### src/rtl/tlk2711_tx_framer.sv
// TLK2711 transmit framer: packs the 64-bit DMA stream into SOF/NUM/LEN/payload/CKSUM/EOF frames
// of 16-bit words with K-char flags, inserting IDLE gaps between frames and IDLE fill on underflow.
module tlk2711_tx_framer #(
    parameter int unsigned FRAME_HW  = 256,
    parameter int unsigned IFG_WORDS = 4
) (
    input  logic        i_clk,
    input  logic        i_rst_n,
    input  logic        i_soft_rst,
    input  logic        i_send_start,
    input  logic [21:0] i_packet_body,
    input  logic [9:0]  i_packet_tail,
    input  logic [63:0] i_axis_tdata,
    input  logic        i_axis_tvalid,
    output logic        o_axis_tready,
    output logic [15:0] o_tx_data,
    output logic        o_tx_kmsb,
    output logic        o_tx_klsb,
    output logic        o_tx_en,
    output logic        o_busy,
    output logic        o_done,
    output logic [21:0] o_frame_cnt,
    output logic [15:0] o_fill_cnt,
    output logic [3:0]  o_dbg_state
);

    // Stream handshake: a beat transfers on every rising edge where i_axis_tvalid and o_axis_tready
    // are both high; tready is high only while a packet is active and the holding register is empty.

    typedef enum logic [3:0] {
        S_IDLE, S_SOF, S_NUM, S_LEN, S_PAYLOAD, S_CKSUM, S_EOF, S_GAP, S_DONE
    } state_t;

    localparam logic [15:0] IDLE_W    = 16'hBC50;
    localparam logic [15:0] SOF_W     = 16'hFBFB;
    localparam logic [15:0] EOF_W     = 16'hFDFD;
    localparam logic [15:0] FRAME_LEN = 16'(FRAME_HW);
    localparam logic [15:0] GAP_LAST  = 16'(IFG_WORDS);

    state_t      state, state_n;
    logic [21:0] body_q;
    logic [9:0]  tail_q;
    logic [63:0] hold_data;
    logic        hold_valid, hold_valid_n;
    logic [1:0]  hold_ptr, hold_ptr_n, cur_ptr;
    logic        hold_load;
    logic [15:0] hw_cnt, hw_cnt_n;
    logic [15:0] cksum, cksum_n;
    logic [15:0] gap_cnt, gap_cnt_n;
    logic [21:0] frame_cnt_n;
    logic [15:0] fill_cnt_n;
    logic [15:0] word_n, hw;
    logic [1:0]  k_n;
    logic        tx_en_n, busy_n, done_n, tready_n, start_ok;

    logic        accept;
    logic [22:0] total_frames;
    logic        is_body, more_frames, payload_done;
    logic [15:0] cur_len;

    assign accept       = o_axis_tready & i_axis_tvalid;
    assign total_frames = {1'b0, body_q} + {22'd0, (tail_q != 10'd0)};
    assign is_body      = o_frame_cnt < body_q;
    assign more_frames  = {1'b0, o_frame_cnt} < total_frames;
    assign cur_len      = is_body ? FRAME_LEN : {6'd0, tail_q};
    assign payload_done = hw_cnt == cur_len;
    assign o_dbg_state  = 4'(state);

    always_comb begin
        state_n      = state;
        hold_valid_n = hold_valid;
        hold_ptr_n   = hold_ptr;
        hold_load    = 1'b0;
        hw_cnt_n     = hw_cnt;
        cksum_n      = cksum;
        gap_cnt_n    = gap_cnt;
        frame_cnt_n  = o_frame_cnt;
        fill_cnt_n   = o_fill_cnt;
        tx_en_n      = o_tx_en;
        start_ok     = 1'b0;
        word_n       = IDLE_W;
        k_n          = 2'b10;
        hw           = 16'd0;
        cur_ptr      = 2'd0;

        case (state)
            S_IDLE: begin
                if (i_send_start) begin
                    start_ok    = 1'b1;
                    tx_en_n     = 1'b1;
                    frame_cnt_n = 22'd0;
                    state_n     = (i_packet_body == 22'd0 && i_packet_tail == 10'd0) ? S_DONE : S_SOF;
                end
            end
            S_SOF:     state_n = S_NUM;
            S_NUM:     state_n = S_LEN;
            S_LEN:     state_n = S_PAYLOAD;
            S_PAYLOAD: if (payload_done) state_n = S_CKSUM;
            S_CKSUM:   state_n = S_EOF;
            S_EOF:     state_n = S_GAP;
            S_GAP:     if (gap_cnt == GAP_LAST) state_n = more_frames ? S_SOF : S_DONE;
            S_DONE:    state_n = S_IDLE;
            default:   state_n = S_IDLE;
        endcase

        // A beat accepted outside payload emission is parked whole in the holding register.
        if (accept) begin
            hold_load    = 1'b1;
            hold_valid_n = 1'b1;
            hold_ptr_n   = 2'd0;
        end

        case (state_n)
            S_SOF: begin
                word_n   = SOF_W;
                k_n      = 2'b11;
                hw_cnt_n = 16'd0;
                cksum_n  = 16'd0;
            end
            S_NUM: begin
                word_n = o_frame_cnt[15:0];
                k_n    = 2'b00;
            end
            S_LEN: begin
                word_n = cur_len;
                k_n    = 2'b00;
            end
            S_PAYLOAD: begin
                if (hold_valid || accept) begin
                    // A beat arriving with the register empty feeds its first halfword straight out.
                    cur_ptr  = hold_valid ? hold_ptr : 2'd0;
                    hw       = hold_valid ? hold_data[{hold_ptr, 4'b0000} +: 16] : i_axis_tdata[15:0];
                    word_n   = hw;
                    k_n      = 2'b00;
                    cksum_n  = cksum + hw;
                    hw_cnt_n = hw_cnt + 16'd1;
                    if (hw_cnt_n == cur_len || cur_ptr == 2'd3) begin
                        hold_valid_n = 1'b0;
                        hold_load    = 1'b0;
                    end else begin
                        hold_valid_n = 1'b1;
                        hold_ptr_n   = cur_ptr + 2'd1;
                        hold_load    = !hold_valid;
                    end
                end else begin
                    fill_cnt_n = (o_fill_cnt == 16'hFFFF) ? o_fill_cnt : o_fill_cnt + 16'd1;
                end
            end
            S_CKSUM: begin
                word_n = cksum;
                k_n    = 2'b00;
            end
            S_EOF: begin
                word_n      = EOF_W;
                k_n         = 2'b11;
                frame_cnt_n = o_frame_cnt + 22'd1;
            end
            S_GAP:   gap_cnt_n = (state == S_GAP) ? gap_cnt + 16'd1 : 16'd1;
            default: begin
                hold_valid_n = 1'b0;
                hold_load    = 1'b0;
            end
        endcase

        busy_n = !(state_n == S_IDLE || state_n == S_DONE);
        done_n = state_n == S_DONE;

        if (i_soft_rst) begin
            state_n      = S_IDLE;
            hold_valid_n = 1'b0;
            hold_ptr_n   = 2'd0;
            hold_load    = 1'b0;
            hw_cnt_n     = 16'd0;
            cksum_n      = 16'd0;
            gap_cnt_n    = 16'd0;
            frame_cnt_n  = 22'd0;
            fill_cnt_n   = 16'd0;
            tx_en_n      = 1'b0;
            start_ok     = 1'b0;
            word_n       = IDLE_W;
            k_n          = 2'b10;
            busy_n       = 1'b0;
            done_n       = 1'b0;
        end
        tready_n = busy_n & ~hold_valid_n;
    end

    always_ff @(posedge i_clk or negedge i_rst_n) begin
        if (!i_rst_n) begin
            state         <= S_IDLE;
            body_q        <= 22'd0;
            tail_q        <= 10'd0;
            hold_data     <= 64'd0;
            hold_valid    <= 1'b0;
            hold_ptr      <= 2'd0;
            hw_cnt        <= 16'd0;
            cksum         <= 16'd0;
            gap_cnt       <= 16'd0;
            o_frame_cnt   <= 22'd0;
            o_fill_cnt    <= 16'd0;
            o_tx_en       <= 1'b0;
            o_tx_data     <= IDLE_W;
            o_tx_kmsb     <= 1'b1;
            o_tx_klsb     <= 1'b0;
            o_busy        <= 1'b0;
            o_done        <= 1'b0;
            o_axis_tready <= 1'b0;
        end else begin
            state       <= state_n;
            if (start_ok) begin
                body_q <= i_packet_body;
                tail_q <= i_packet_tail;
            end
            if (hold_load) hold_data <= i_axis_tdata;
            hold_valid    <= hold_valid_n;
            hold_ptr      <= hold_ptr_n;
            hw_cnt        <= hw_cnt_n;
            cksum         <= cksum_n;
            gap_cnt       <= gap_cnt_n;
            o_frame_cnt   <= frame_cnt_n;
            o_fill_cnt    <= fill_cnt_n;
            o_tx_en       <= tx_en_n;
            o_tx_data     <= word_n;
            o_tx_kmsb     <= k_n[1];
            o_tx_klsb     <= k_n[0];
            o_busy        <= busy_n;
            o_done        <= done_n;
            o_axis_tready <= tready_n;
        end
    end

endmodule

### config.mk
export PLATFORM = sky130hd
export DESIGN_NAME = tlk2711_tx_framer
export DESIGN_NICKNAME = d
export VERILOG_FILES = /design/src/rtl/tlk2711_tx_framer.sv
export SDC_FILE = /design/constraint.sdc
export NUM_CORES = 1
export LEC_CHECK = 0
export CAP_MARGIN = 20
export CELL_PAD_IN_SITES_DETAIL_PLACEMENT = 0
export CELL_PAD_IN_SITES_GLOBAL_PLACEMENT = 1
export CORE_UTILIZATION = 40
export DETAILED_ROUTE_END_ITERATION = 7
export PLACE_DENSITY_LB_ADDON = 0.1
export REMOVE_ABC_BUFFERS = 1
export SLEW_MARGIN = 40
export SYNTH_ARGS = -nofsm -noshare
export SYNTH_HDL_FRONTEND = slang
export SYNTH_SLANG_ARGS = --single-unit
### constraint.sdc
create_clock -name i_clk -period 5.64 [get_ports i_clk]
set_input_delay 1.128 -clock i_clk [delete_from_list [all_inputs] [get_ports i_clk]]
set_output_delay 1.128 -clock i_clk [all_outputs]
set_load 0.01 [all_outputs]
Yosys cells after proc, flatten, opt, wreduce, memory -nomap -nowiden:

Cells that the tools add are included.

* register bits: 211
* bits in latches: 0
* RAM bits: 0
* bits in read-only memories: 0
* input port bits: 101
* output and inout port bits: 64
* logic and storage cells: 135
* memories kept: 0

* add/subtract/negate cells: 7
* multipliers: 0
* div/mod/pow operators: 0
* $lt $le $gt $ge: 2
* eq/ne operators: 23
* shifts and indexed selects: 1
* muxes and demuxes: 56
* bitwise gates (word level): 3
* reduce and logical (&&, ||, !) cells: 25

Operator list (number)
* 16-bit 2-to-1 mux: 14
* 16-bit one-hot mux with 6 select lines: 1
* 22-bit 2-to-1 mux: 4
* 16-bit one-hot mux with 2 select lines: 2
* 64-bit by 7-bit variable part select with 16-bit output: 1
* 16-bit by 1-bit adder with 16-bit output (second input constant): 3
* 16-bit by 10-bit equality test with 1-bit output: 2
* 4-bit by 3-bit equality test with 1-bit output (second input constant): 8
* 4-bit one-hot mux with 8 select lines: 1
* 4-bit 2-to-1 mux: 6
* 22-bit by 1-bit adder with 23-bit output: 1
* 22-bit by 23-bit less-than comparator with 1-bit output: 1
* 22-bit by 1-bit adder with 22-bit output (second input constant): 1
* 22-bit zero test: 1
* 22-bit less-than comparator: 1
* 16-bit adder: 1
* 16-bit equality test (second input constant): 1
* 16-bit by 3-bit equality test with 1-bit output (second input constant): 1
* 4-bit by 2-bit equality test with 1-bit output (second input constant): 4
* 1-bit 2-to-1 mux: 16
* 2-bit 2-to-1 mux: 8
* 10-bit zero test: 1
* 10-bit 2-to-1 mux: 1
* 10-bit nonzero test: 1
* 21 further kinds: 36

Longest topological paths before layout:

Gate-level depths: netlist (run 1).

* depth in word-level cells: 12
* depth in mapped cells: 24
* gate-level depth less buffers: 20

Worst setup path after synthesis (run 1):

No wires, ideal clock.

* path type: register to register
* from: register tail_q[3]
* to: register hold_data[10]
* data arrival time: 4261 ps
* data required time: 5515 ps
* setup slack: 1254 ps
* cell stages (with the launch flop): 24
* buffers on the path: 3
* period minus slack after synthesis: 4386 ps
* path through: dfrtp_1 clkbuf_1 nor3_1 nand3_1 ha_1 nand2_1 nor2_1 and4_1 and2_1 nand4_1 xnor2_1 ha_1 o21a_1 a21oi_1 o211ai_1 a21oi_1 o211ai_1 and2_1 clkbuf_1 o21ai_4 a31oi_2 nor3_4 buf_6 mux2_4

* word-level cells in the longest chain between the ends: 10
* elaborated cells between the ends (all ways): 23

RTL lines
* start, declared: line 42 `logic [9:0] tail_q;`
* start signal, assigned: line 212 `tail_q <= i_packet_tail;`
* 10-bit nonzero test: line 62 `assign total_frames = {1'b0, body_q} + {22'd0, (tail_q != 10'd0)};`
* 22-bit by 1-bit adder with 23-bit output: line 62
* 22-bit by 23-bit less-than comparator with 1-bit output: line 64 `assign more_frames = {1'b0, o_frame_cnt} < total_frames;`
* 4-bit 2-to-1 mux (2 in series): line 101 `S_GAP: if (gap_cnt == GAP_LAST) state_n = more_frames ? S_SOF : S_DONE;`
* 4-bit one-hot mux with 8 select lines: line 86 `case (state)`
* 4-bit by 3-bit equality test with 1-bit output, or another cell as far along: line 113 `case (state_n)`
* 6-bit OR reduction (no source line)
* 1-bit one-hot mux with 2 select lines *: line 113
* 1-bit 2-to-1 mux *: line 168 `if (i_soft_rst) begin`
* end signal, assigned: line 214 `if (hold_load) hold_data <= i_axis_tdata;`
* end, declared: line 43 `logic [63:0] hold_data;`

Every way passes the cells marked *; elsewhere a longest branch is shown, timed or not.
A chain may end at the register's enable or synchronous reset.

Final worst setup path (run 1):

* from: register tail_q[1]
* to: register o_fill_cnt[7]

* word-level cells in the longest chain between the ends: 9
* elaborated cells between the ends (all ways): 12

RTL lines
* 10-bit nonzero test: line 62
* 22-bit by 1-bit adder with 23-bit output: line 62
* 22-bit by 23-bit less-than comparator with 1-bit output: line 64
* 4-bit 2-to-1 mux (2 in series): line 101
* 4-bit one-hot mux with 8 select lines *: line 86
* 4-bit by 3-bit equality test with 1-bit output *: line 113
* 2-bit nonzero test (no source line) *
* 3-bit AND reduction (no source line) *
* end signal, assigned: line 221 `o_fill_cnt <= fill_cnt_n;`
* end, declared: line 23 `output logic [15:0] o_fill_cnt,`

Marks and branches as above.

==> results of run 1 <==
==> routing by layer <==
metal	wire length (microns)	vias up
met2	16200	269
li1	-	4946
met3	1700	53
met1	17600	5070
met5	0	-
met4	1120	0
==> stage by stage <==
step	TNS (ns)	total power, mW
final	0	5.28
after global routing	0	5.53
after CTS	0	5.33
after detailed placement	0	3.38
after global placement	0	3.35
after floorplan	-24.33	2.93
==> cell type report <==
cell class	count	share of cell area
sequential	211	0.331
timing repair buffer	197	0.120
inverter	55	0.0129
clock buffer	38	0.0498
clock inverter	10	0.0132
tap	402	0.0315
multi-input combinational	920	0.441
==> sequential cells by signal, indices dropped and copies added (netlist names), 2 cells and up <==
signal / flops
body_q: 22
cksum: 16
gap_cnt: 16
hold_data: 64
hold_ptr: 2
hw_cnt: 16
o_dbg_state: 4
o_fill_cnt: 16
o_frame_cnt: 22
o_tx_data: 16
tail_q: 10
==> how the worst min path moves through the flow <==
stage	start	end	slack (ns)	cells past startpoint
final	o_tx_en$_DFFE_PN0P_	o_tx_en$_DFFE_PN0P_	0.50	2
after global routing	hold_data[3]$_DFFE_PN0P_	hold_data[3]$_DFFE_PN0P_	0.52	1
after CTS	o_tx_en$_DFFE_PN0P_	o_tx_en$_DFFE_PN0P_	0.50	2
after detailed placement	hold_data[9]$_DFFE_PN0P_	hold_data[9]$_DFFE_PN0P_	0.49	1
after global placement	o_tx_en$_DFFE_PN0P_	o_tx_en$_DFFE_PN0P_	0.48	2
after floorplan	hold_data[0]$_DFFE_PN0P_	hold_data[0]$_DFFE_PN0P_	0.48	1
==> worst max-delay path, stage by stage, from the launching register on <==
cell,delay [ns]
dfrtp_1,0.47
nor4_1,0.09
nand3_1,0.19
ha_1,0.24
nand2_1,0.10
nor2_1,0.22
and4_1,0.26
and2_1,0.22
nand4_1,0.13
xnor2_1,0.15
ha_1,0.30
o21a_1,0.11
a21oi_1,0.08
a21oi_1,0.14
nand3_1,0.11
o211ai_1,0.38
and2_1,0.36
o21a_2,0.36
nand4_1,0.15
buf_4,0.28
or4_1,0.49
a21oi_1,0.15
==> layout by cell type, fill, tap and decap left out, drive strengths merged, types with 6 or more instances in the layout <==
cell type and n:
nand4 31, xor2 20, a221oi 10, clkdlybuf4s50 163, or3 20, o31ai 12
buf 33, mux2 111, inv 55, o211a 6, dfstp 8, a31oi 20
nor3 22, a22o 10, bufinv 6, o21a 7, and3 32, nand2 86
nor2 74, dfrtp 203, ha 65, nor2b 6, and2 10, a21o 7
clkbuf 39, o211ai 7, mux4 16, or4 10, o21ai 69, nand3 47
nor4 17, nand2b 12, xnor2 46, a21oi 67, o22ai 19
==> power by group <==
part | internal (mW) | leakage, nW | switching, mW
clock | 1.25 | 0.498 | 0.681
sequential | 1.85 | 2.71 | 0.245
combinational | 0.745 | 3.55 | 0.505
total | 3.85 | 6.76 | 1.43
==> logic make-up (layout without fill, tap and decap cells) <==
kind of cell,after synthesis,after routing
buf+inv,116,300
simple gates,385,385
flops,211,211
fa+ha+maj,66,66
compound gates,272,272
xor+xnor,66,66
mux,131,131
==> Yosys cell counts, types with 12 or more instances <==
cell type	number
dfrtp_1	203
nand2_1	86
nor2_1	73
a21oi_1	67
o21ai_0	67
ha_1	65
mux2_4	60
inv_1	55
mux2_2	51
nand3_1	47
xnor2_1	46
clkbuf_1	42
and3_1	32
nand4_1	31
nor3_1	21
or3_1	20
xor2_1	20
a31oi_1	19
o22ai_1	19
mux4_2	16
nor4_1	16
nand2b_1	12
o31ai_1	12
==> impl_metrics.py, run 1 <==
metrics = {
    "status": {
        "status": "finished, final reports clean",
    },
    "pwr": {
        "p_per_area_mw_per_mm2": 331,
        "p_leak_nw": 6.76,
        "vdd_drop_max_mv": 0.216,
    },
    "synth": {
        "synth-main-ff-cell": "dfrtp_1",
        "synth.avg_cell_area_sq_um": 10.3,
        "synth_xor_area_frac": 0.0451,
        "netlist_area_sq_mm": 0.0128,
        "yosysTopAreaCellShare": 0.396,
        "ys_seq_area_frac": 0.413,
        "synthTopCellsByArea": "dfrtp_1 40%, mux2_4 7.0%, ha_1 6.3%",
        "synth-seq-cells": 211,
        "ys_types": 71,
        "synth-edff-count": 0,
        "synth_fa_ha_area_frac": 0.0650,
        "syn_inst": 1247,
        "yosys_warnings": 0,
        "synth_top_family_by_area": "simple AND/OR/NAND/NOR gates",
        "yosys.area_share.simple": 0.155,
        "post_synth_mux_area_share": 0.146,
        "yosys.area.top_type": "dfrtp_1",
        "synth_compound_area_frac": 0.137,
        "async_flop_share": 1.00,
    },
    "floorplan": {
        "die_w_microns": 181,
        "die_y_microns": 181,
        "dieArea_sq_mm": 0.0328,
        "start_util": 0.406,
        "io_pins": 165,
        "std_cell_rows": 65,
        "core_area_sq_mm": 0.0316,
    },
    "clock_network": {
        "clockBufferDepth": 3,
        "post-cts-setup-buffers": 0,
        "clk_latency_ns": 0.54,
        "clkTransAtPathRegs_ns": 0.06,
        "cts_buffers": 26,
        "htreeDepth": 1,
        "cts_tree": "yes",
        "holdBufCountCts": 0,
        "cts_root_buffer": "clkbuf_16",
        "cts.sinks": 211,
        "ctsResizeCount": 0,
    },
    "route": {
        "drtIter0Drc": 590,
        "viasPerCell": 5.64,
        "wl_per_cell_microns": 20.0,
        "drcViolationCount": 0,
        "routed_wl_microns": 36600,
        "ant_nets": 0,
        "routed-via-count": 10300,
        "first_pass_iters": 7,
    },
    "layout": {
        "instances_no_fill": 1833,
        "drive_above_1_share": 0.160,
        "fillers": 2937,
        "finalCoreUtilization": 0.506,
        "insertedDiodeCount": 0,
        "area_growth_pct": 24.5,
        "multiInputGateArea_sq_mm": 0.00704,
        "seq_area_sq_mm": 0.00529,
        "final_area_sq_mm": 0.0160,
        "finalNetCount": 1578,
    },
    "timing": {
        "relSlewSlack": 0.414,
        "max_freq_mhz": 196,
        "postLayoutSetupSlackWorst_ns": 0.549,
        "final-hold-violation-count": 0,
        "finalSetupViolCount": 0,
        "worst_pin_slew_ns": 0.876,
        "drv_slew": 0,
        "clock_skew_ns": 0.0109,
        "period_needed_ns": 5.09,
        "period_share": 0.903,
        "rsz0062_at_grt": "no",
        "holdWs_ns": 0.501,
    },
    "critical_path": {
        "path_max_fanout": 30,
        "cp_data_required_time_ns": 6.10,
        "endpoint": "o_fill_cnt[7]$_DFFE_PN0P_",
        "worstReg2RegStart": "tail_q[1]$_DFFE_PN0P_",
        "crit_type": "register to register",
        "crit_arrival_ns": 5.55,
        "setup.worst_path.end_class": "register",
        "worstSetupStartpointType": "register",
        "reg2reg_depth": 21,
        "cp-startpoint": "tail_q[1]$_DFFE_PN0P_",
        "r2r_end": "o_fill_cnt[7]$_DFFE_PN0P_",
        "r2r_slack_ns": 0.55,
    },
    "global_routing": {
        "grt_overflow": 0,
        "grt_usage": 0.226,
        "met1_usage": 0.331,
        "use_met2": 0.347,
        "antenna_found_initial": 0,
        "grt_pass1_vias": 10200,
        "grt_max_degree": 93,
        "grt_pass1_wl_microns": 58500,
        "grt_util_met3": 0.0282,
        "top_usage_layer": "met2",
    },
    "worst_hold_path": {
        "hp-class": "register to register",
    },
    "job": {
        "drv_cap": 0,
    },
    "placed_design": {
        "post-place-ws_ns": 0.419,
        "port_buffers": 164,
        "hpwl_microns": 26800,
        "gp_congestion": 0.897,
        "dp_cells": 1784,
        "placedInstanceArea_sq_mm": 0.0149,
    },
}
Power figures use the tool's default switching activity.
==> run 2, diff against run 1 <==
TNS_END_PERCENT = 20   (was unset)
clock period = 6.41 ns   (was 5.64 ns; I/O delays follow)
==> impl_metrics.py, run 2 (synthesized netlist as in run 1, its figures left out) <==
metrics = {
    "timing": {
        "drv_slew": 0,
        "timing.setup.tns_ns": 0,
        "final-hold-violation-count": 0,
        "clock_skew_ns": 0.00980,
        "rsz0062_at_grt": "no",
        "period_needed_ns": 5.40,
        "period_share": 0.842,
        "max_freq_mhz": 185,
        "worst_pin_slew_ns": 0.856,
        "relSlewSlack": 0.427,
        "finalSetupViolCount": 0,
    },
    "clock_network": {
        "ctsResizeCount": 0,
        "cts_buffers": 26,
        "cts_tree": "yes",
        "cts.sinks": 211,
        "clockBufferDepth": 3,
        "clk_latency_ns": 0.53,
        "holdBufCountCts": 0,
        "clkTransAtPathRegs_ns": 0.06,
        "htreeDepth": 1,
        "post-cts-setup-buffers": 0,
        "cts_root_buffer": "clkbuf_16",
    },
    "critical_path": {
        "worstSetupStartpointType": "register",
        "cp_slowest_cell": "dfrtp_1",
        "setup.worst_path.end_class": "register",
        "path_cells": "nor4_1, nand3_1, ha_1, nand2_1, nor2_1, and4_1, and2_1, nand4_1, xnor2_1, ha_1, o21a_1, a21oi_1, a21oi_1, nand3_1, o211ai_1, and2_1, o21a_1, nand3_1, nand3_1, buf_4, a31oi_1",
        "crit_family": "simple AND/OR/NAND/NOR gates",
        "crit_type": "register to register",
        "path_buf_inv": 1,
        "crit_top_cell": "nand3_1",
        "cp_data_required_time_ns": 6.80,
        "crit_arrival_ns": 5.79,
        "path_max_fanout": 14,
        "critical-path-max-stage-delay_ns": 0.46,
    },
    "placed_design": {
        "gp_congestion": 0.900,
        "dp_cells": 1783,
        "hpwl_microns": 26400,
        "port_buffers": 164,
    },
    "floorplan": {
        "std_cell_rows": 65,
        "die_w_microns": 181,
        "dieArea_sq_mm": 0.0328,
        "core_area_sq_mm": 0.0316,
        "io_pins": 165,
        "start_util": 0.406,
        "die_y_microns": 181,
    },
    "route": {
        "first_pass_iters": 6,
        "routed_wl_microns": 35700,
        "routed-via-count": 10200,
        "viasPerCell": 5.57,
        "drcViolationCount": 0,
        "ant_nets": 0,
        "wl_per_cell_microns": 19.5,
        "drtIter0Drc": 770,
    },
    "layout": {
        "largest_reg_flops": 64,
        "instances_no_fill": 1832,
        "most-common-layout-cells": "203 x dfrtp_1, 163 x clkdlybuf4s50_1, 85 x nand2_1",
        "insertedDiodeCount": 0,
        "layout_commonest_cell": "dfrtp_1",
        "drive_above_1_share": 0.160,
        "largestRegisters": "hold_data: 64 flops, body_q: 22 flops, o_frame_cnt: 22 flops",
        "finalNetCount": 1577,
        "area_growth_pct": 23.6,
        "max_flop_register": "hold_data",
    },
    "global_routing": {
        "grt_usage": 0.219,
        "antenna_found_initial": 1,
        "grt_pass1_wl_microns": 57000,
        "grt_overflow": 0,
        "grt_max_degree": 129,
        "grt_pass1_vias": 10100,
    },
    "pwr": {
        "p_per_area_mw_per_mm2": 280,
        "p_leak_nw": 6.71,
        "power_mw": 4.44,
        "vdd_drop_max_mv": 0.182,
    },
    "worst_hold_path": {
        "hp-class": "register to register",
    },
    "job": {
        "drv_cap": 0,
    },
    "status": {
        "status": "finished, final reports clean",
    },
}
==> run 2: cell types whose count changed in the layout (fill, tap and decap cells not counted), sizes merged <==
cell,previous run,this run
buf,33,32
bufinv,6,2
clkbuf,39,35
clkinv,4,9
clkinvlp,0,2
inv,55,56
==> run 2: cell type report <==
type                       count  area (sq um)
clock inverter                14           129
sequential                   211          5290
timing repair buffer         196          1910
multi-input combinational    920          7040
fill                        2935         15700
clock buffer                  34           762
tap                          402           503
inverter                      55           206
==> run 2: path summary, 6_finish.rpt <==
kind | from | endpoint | slack (ns) | depth (start not counted)
min in group asynchronous | i_rst_n | hold_data[23]$_DFFE_PN0P_ | 0.73 | 1
worst min register to register | hold_data[6]$_DFFE_PN0P_ | hold_data[6]$_DFFE_PN0P_ | 0.51 | 1
max in group asynchronous | i_rst_n | body_q[19]$_DFFE_PN0P_ | 4.49 | 2
worst max register to register | tail_q[1]$_DFFE_PN0P_ | hw_cnt[5]$_DFFE_PN0P_ | 1.01 | 21
worst min-delay path | hold_data[6]$_DFFE_PN0P_ | hold_data[6]$_DFFE_PN0P_ | 0.51 | 1
worst max-delay path | tail_q[1]$_DFFE_PN0P_ | hw_cnt[5]$_DFFE_PN0P_ | 1.01 | 21
==> run 2: routing by layer <==
metal,track usage,vias up,wire [microns]
met1,0.319,4985,17200
met3,0.0268,36,1440
met2,0.350,233,16400
li1,-,4957,-
met4,0.0447,0,607
met5,0,-,0
==> run 2: metrics by stage <==
step / util / hold WS, ns / setup slack (ns) / area [sq um]
global route: 0.502 / 0.521 / 0.631 / 15800
floorplan: - / 0.476 / 0.307 / 12500
finish: 0.502 / 0.506 / 1.01 / 15800
global placement: 0.473 / 0.487 / 1.19 / 14900
detailed placement: 0.473 / 0.490 / 1.04 / 14900
CTS: 0.502 / 0.510 / 1.03 / 15800
==> run 2: report_power, final <==
group          internal, mW  switching, mW  total (mW)
Sequential             1.63          0.225        1.86
Clock                 0.915          0.590        1.50
Combinational         0.651          0.428        1.08
==> run 2: worst reg2reg max path, stage by stage (launching register included) <==
cell,delay (ns)
dfrtp_1,0.46
nor4_1,0.38
nand3_1,0.24
ha_1,0.29
nand2_1,0.11
nor2_1,0.08
and4_1,0.22
and2_1,0.20
nand4_1,0.11
xnor2_1,0.08
ha_1,0.30
o21a_1,0.11
a21oi_1,0.07
a21oi_1,0.13
nand3_1,0.11
o211ai_1,0.41
and2_1,0.43
o21a_1,0.45
nand3_1,0.46
nand3_1,0.27
buf_4,0.25
a31oi_1,0.11
==> run 3, diff against run 2 <==
clock period = 4.4 ns   (was 6.41 ns; I/O delays follow)
==> impl_metrics.py, run 3 (synthesized netlist as in run 1, its figures left out) <==
metrics = {
    "status": {
        "status": "finished, final reports clean",
    },
    "critical_path": {
        "path_max_fanout": 9,
        "cp_data_required_time_ns": 4.83,
        "crit_type": "register to register",
        "worstSetupStartpointType": "register",
        "setup.worst_path.end_class": "register",
        "crit_arrival_ns": 4.76,
    },
    "pwr": {
        "p_per_area_mw_per_mm2": 407,
        "vdd_drop_max_mv": 0.311,
        "p_leak_nw": 7.32,
    },
    "global_routing": {
        "grt_pass1_vias": 10700,
        "grt_pass1_wl_microns": 60400,
        "grt_overflow": 0,
        "grt_usage": 0.233,
        "antenna_found_initial": 0,
        "grt_max_degree": 61,
    },
    "clock_network": {
        "cts_tree": "yes",
        "clkTransAtPathRegs_ns": 0.06,
        "clockBufferDepth": 3,
        "cts.sinks": 211,
        "clk_latency_ns": 0.55,
        "cts_buffers": 26,
        "cts_root_buffer": "clkbuf_16",
        "htreeDepth": 1,
        "holdBufCountCts": 0,
    },
    "layout": {
        "layout_commonest_cell": "dfrtp_1",
        "fillers": 2834,
        "final_area_sq_mm": 0.0170,
        "finalCoreUtilization": 0.539,
        "max_flop_register": "hold_data",
        "drive_above_1_share": 0.234,
        "area_growth_pct": 32.6,
        "finalNetCount": 1673,
        "insertedDiodeCount": 0,
        "instances_no_fill": 1928,
        "most-common-layout-cells": "203 x dfrtp_1, 163 x clkdlybuf4s50_1, 106 x buf_4",
        "largest_reg_flops": 64,
        "largestRegisters": "hold_data: 64 flops, body_q: 22 flops, o_frame_cnt: 22 flops",
    },
    "route": {
        "routed_wl_microns": 38200,
        "drtIter0Drc": 697,
        "first_pass_iters": 5,
        "viasPerCell": 5.57,
        "ant_nets": 0,
        "routed-via-count": 10700,
        "wl_per_cell_microns": 19.8,
        "drcViolationCount": 0,
    },
    "floorplan": {
        "dieArea_sq_mm": 0.0328,
        "die_y_microns": 181,
        "io_pins": 165,
        "die_w_microns": 181,
        "start_util": 0.406,
        "std_cell_rows": 65,
        "core_area_sq_mm": 0.0316,
    },
    "timing": {
        "period_share": 0.983,
        "worst_pin_slew_ns": 0.782,
        "rsz0062_at_grt": "yes",
        "relSlewSlack": 0.479,
        "clock_skew_ns": 0.0156,
        "finalSetupViolCount": 0,
        "postLayoutSetupSlackWorst_ns": 0.0755,
        "period_needed_ns": 4.32,
        "drv_slew": 0,
        "holdWs_ns": 0.260,
        "final-hold-violation-count": 0,
        "max_freq_mhz": 231,
    },
    "worst_hold_path": {
        "hp-class": "input port to async pin",
    },
    "placed_design": {
        "post-place-ws_ns": -0.143,
        "hpwl_microns": 28200,
        "port_buffers": 164,
        "dp_cells": 1863,
        "placedInstanceArea_sq_mm": 0.0156,
        "gp_congestion": 0.878,
    },
    "job": {
        "drv_cap": 0,
    },
}
[run 3: changes by cell type in the layout (fill, tap and decap cells not counted), sizes merged]
cell / previous run / this run
inv: 56 / 55
buf: 32 / 128
clkbuf: 35 / 37
clkinv: 9 / 6
bufinv: 2 / 4
[run 3: power breakdown]
part           internal [mW]  total [mW]  switching, mW
registers               2.38        2.66          0.286
logic                   1.13        1.90          0.771
clock network           1.46        2.35          0.898
total                   4.96        6.91           1.95
[run 3: what timing repair did]
item | CTS | global route
pin swaps | 18 | 25
setup endpoints to repair | 79 | 145
gates cloned | 3 | 1
buffers inserted | 6 | 7
resized for setup | 23 | 36
[run 3: cell type report]
cell class / instances / area (sq um) / area share
Tap cell: 402 / 503 / 0.0296
Timing Repair Buffer: 292 / 2800 / 0.165
Inverter: 55 / 206 / 0.0121
Sequential cell: 211 / 5290 / 0.311
Clock inverter: 12 / 184 / 0.0108
Clock buffer: 36 / 768 / 0.0452
Multi-Input combinational cell: 920 / 7250 / 0.426
[run 3: metrics by stage]
stage	setup TNS, ns	total power [mW]
after floorplan	-107.34	3.75
after global placement	-0.514	4.43
after detailed placement	-6.81	4.48
after CTS	-0.316	6.91
after global routing	-6.06	7.26
final	0	6.91
[run 3: worst max-delay path: stages, from the launching register on]
cell      delay (ns)
dfrtp_1         0.39
nor4_2          0.30
nand3_2         0.18
buf_4           0.18
ha_2            0.19
nand3_2         0.10
nor4_4          0.05
nand3_1         0.10
xnor2_1         0.13
ha_1            0.26
a211o_1         0.28
a21oi_2         0.17
o211ai_1        0.12
a21oi_2         0.14
o211ai_1        0.11
buf_4           0.17
and2_4          0.16
buf_6           0.13
o21ai_4         0.07
a31oi_4         0.05
nor3_4          0.16
buf_12          0.20
buf_6           0.12
buf_6           0.11
mux2_4          0.30
[run 3: final timing paths]
kind	to	cells after the start	slack [ns]	from
min reg2reg	body_q[21]$_DFFE_PN0P_	1	0.50	body_q[21]$_DFFE_PN0P_
max in group asynchronous	hw_cnt[2]$_DFFE_PN0P_	3	3.07	i_rst_n
max reg2reg	hold_data[49]$_DFFE_PN0P_	24	0.08	tail_q[1]$_DFFE_PN0P_
min in group i_clk	body_q[21]$_DFFE_PN0P_	1	0.50	body_q[21]$_DFFE_PN0P_
min	hold_data[55]$_DFFE_PN0P_	1	0.26	i_rst_n
max	hold_data[49]$_DFFE_PN0P_	24	0.08	tail_q[1]$_DFFE_PN0P_
[run 3: routing by layer]
metal / global-route usage / wire, microns
met3: 0.0272 / 1610
met5: 0 / 0
met4: 0.0675 / 893
met1: 0.343 / 18400
met2: 0.358 / 17300
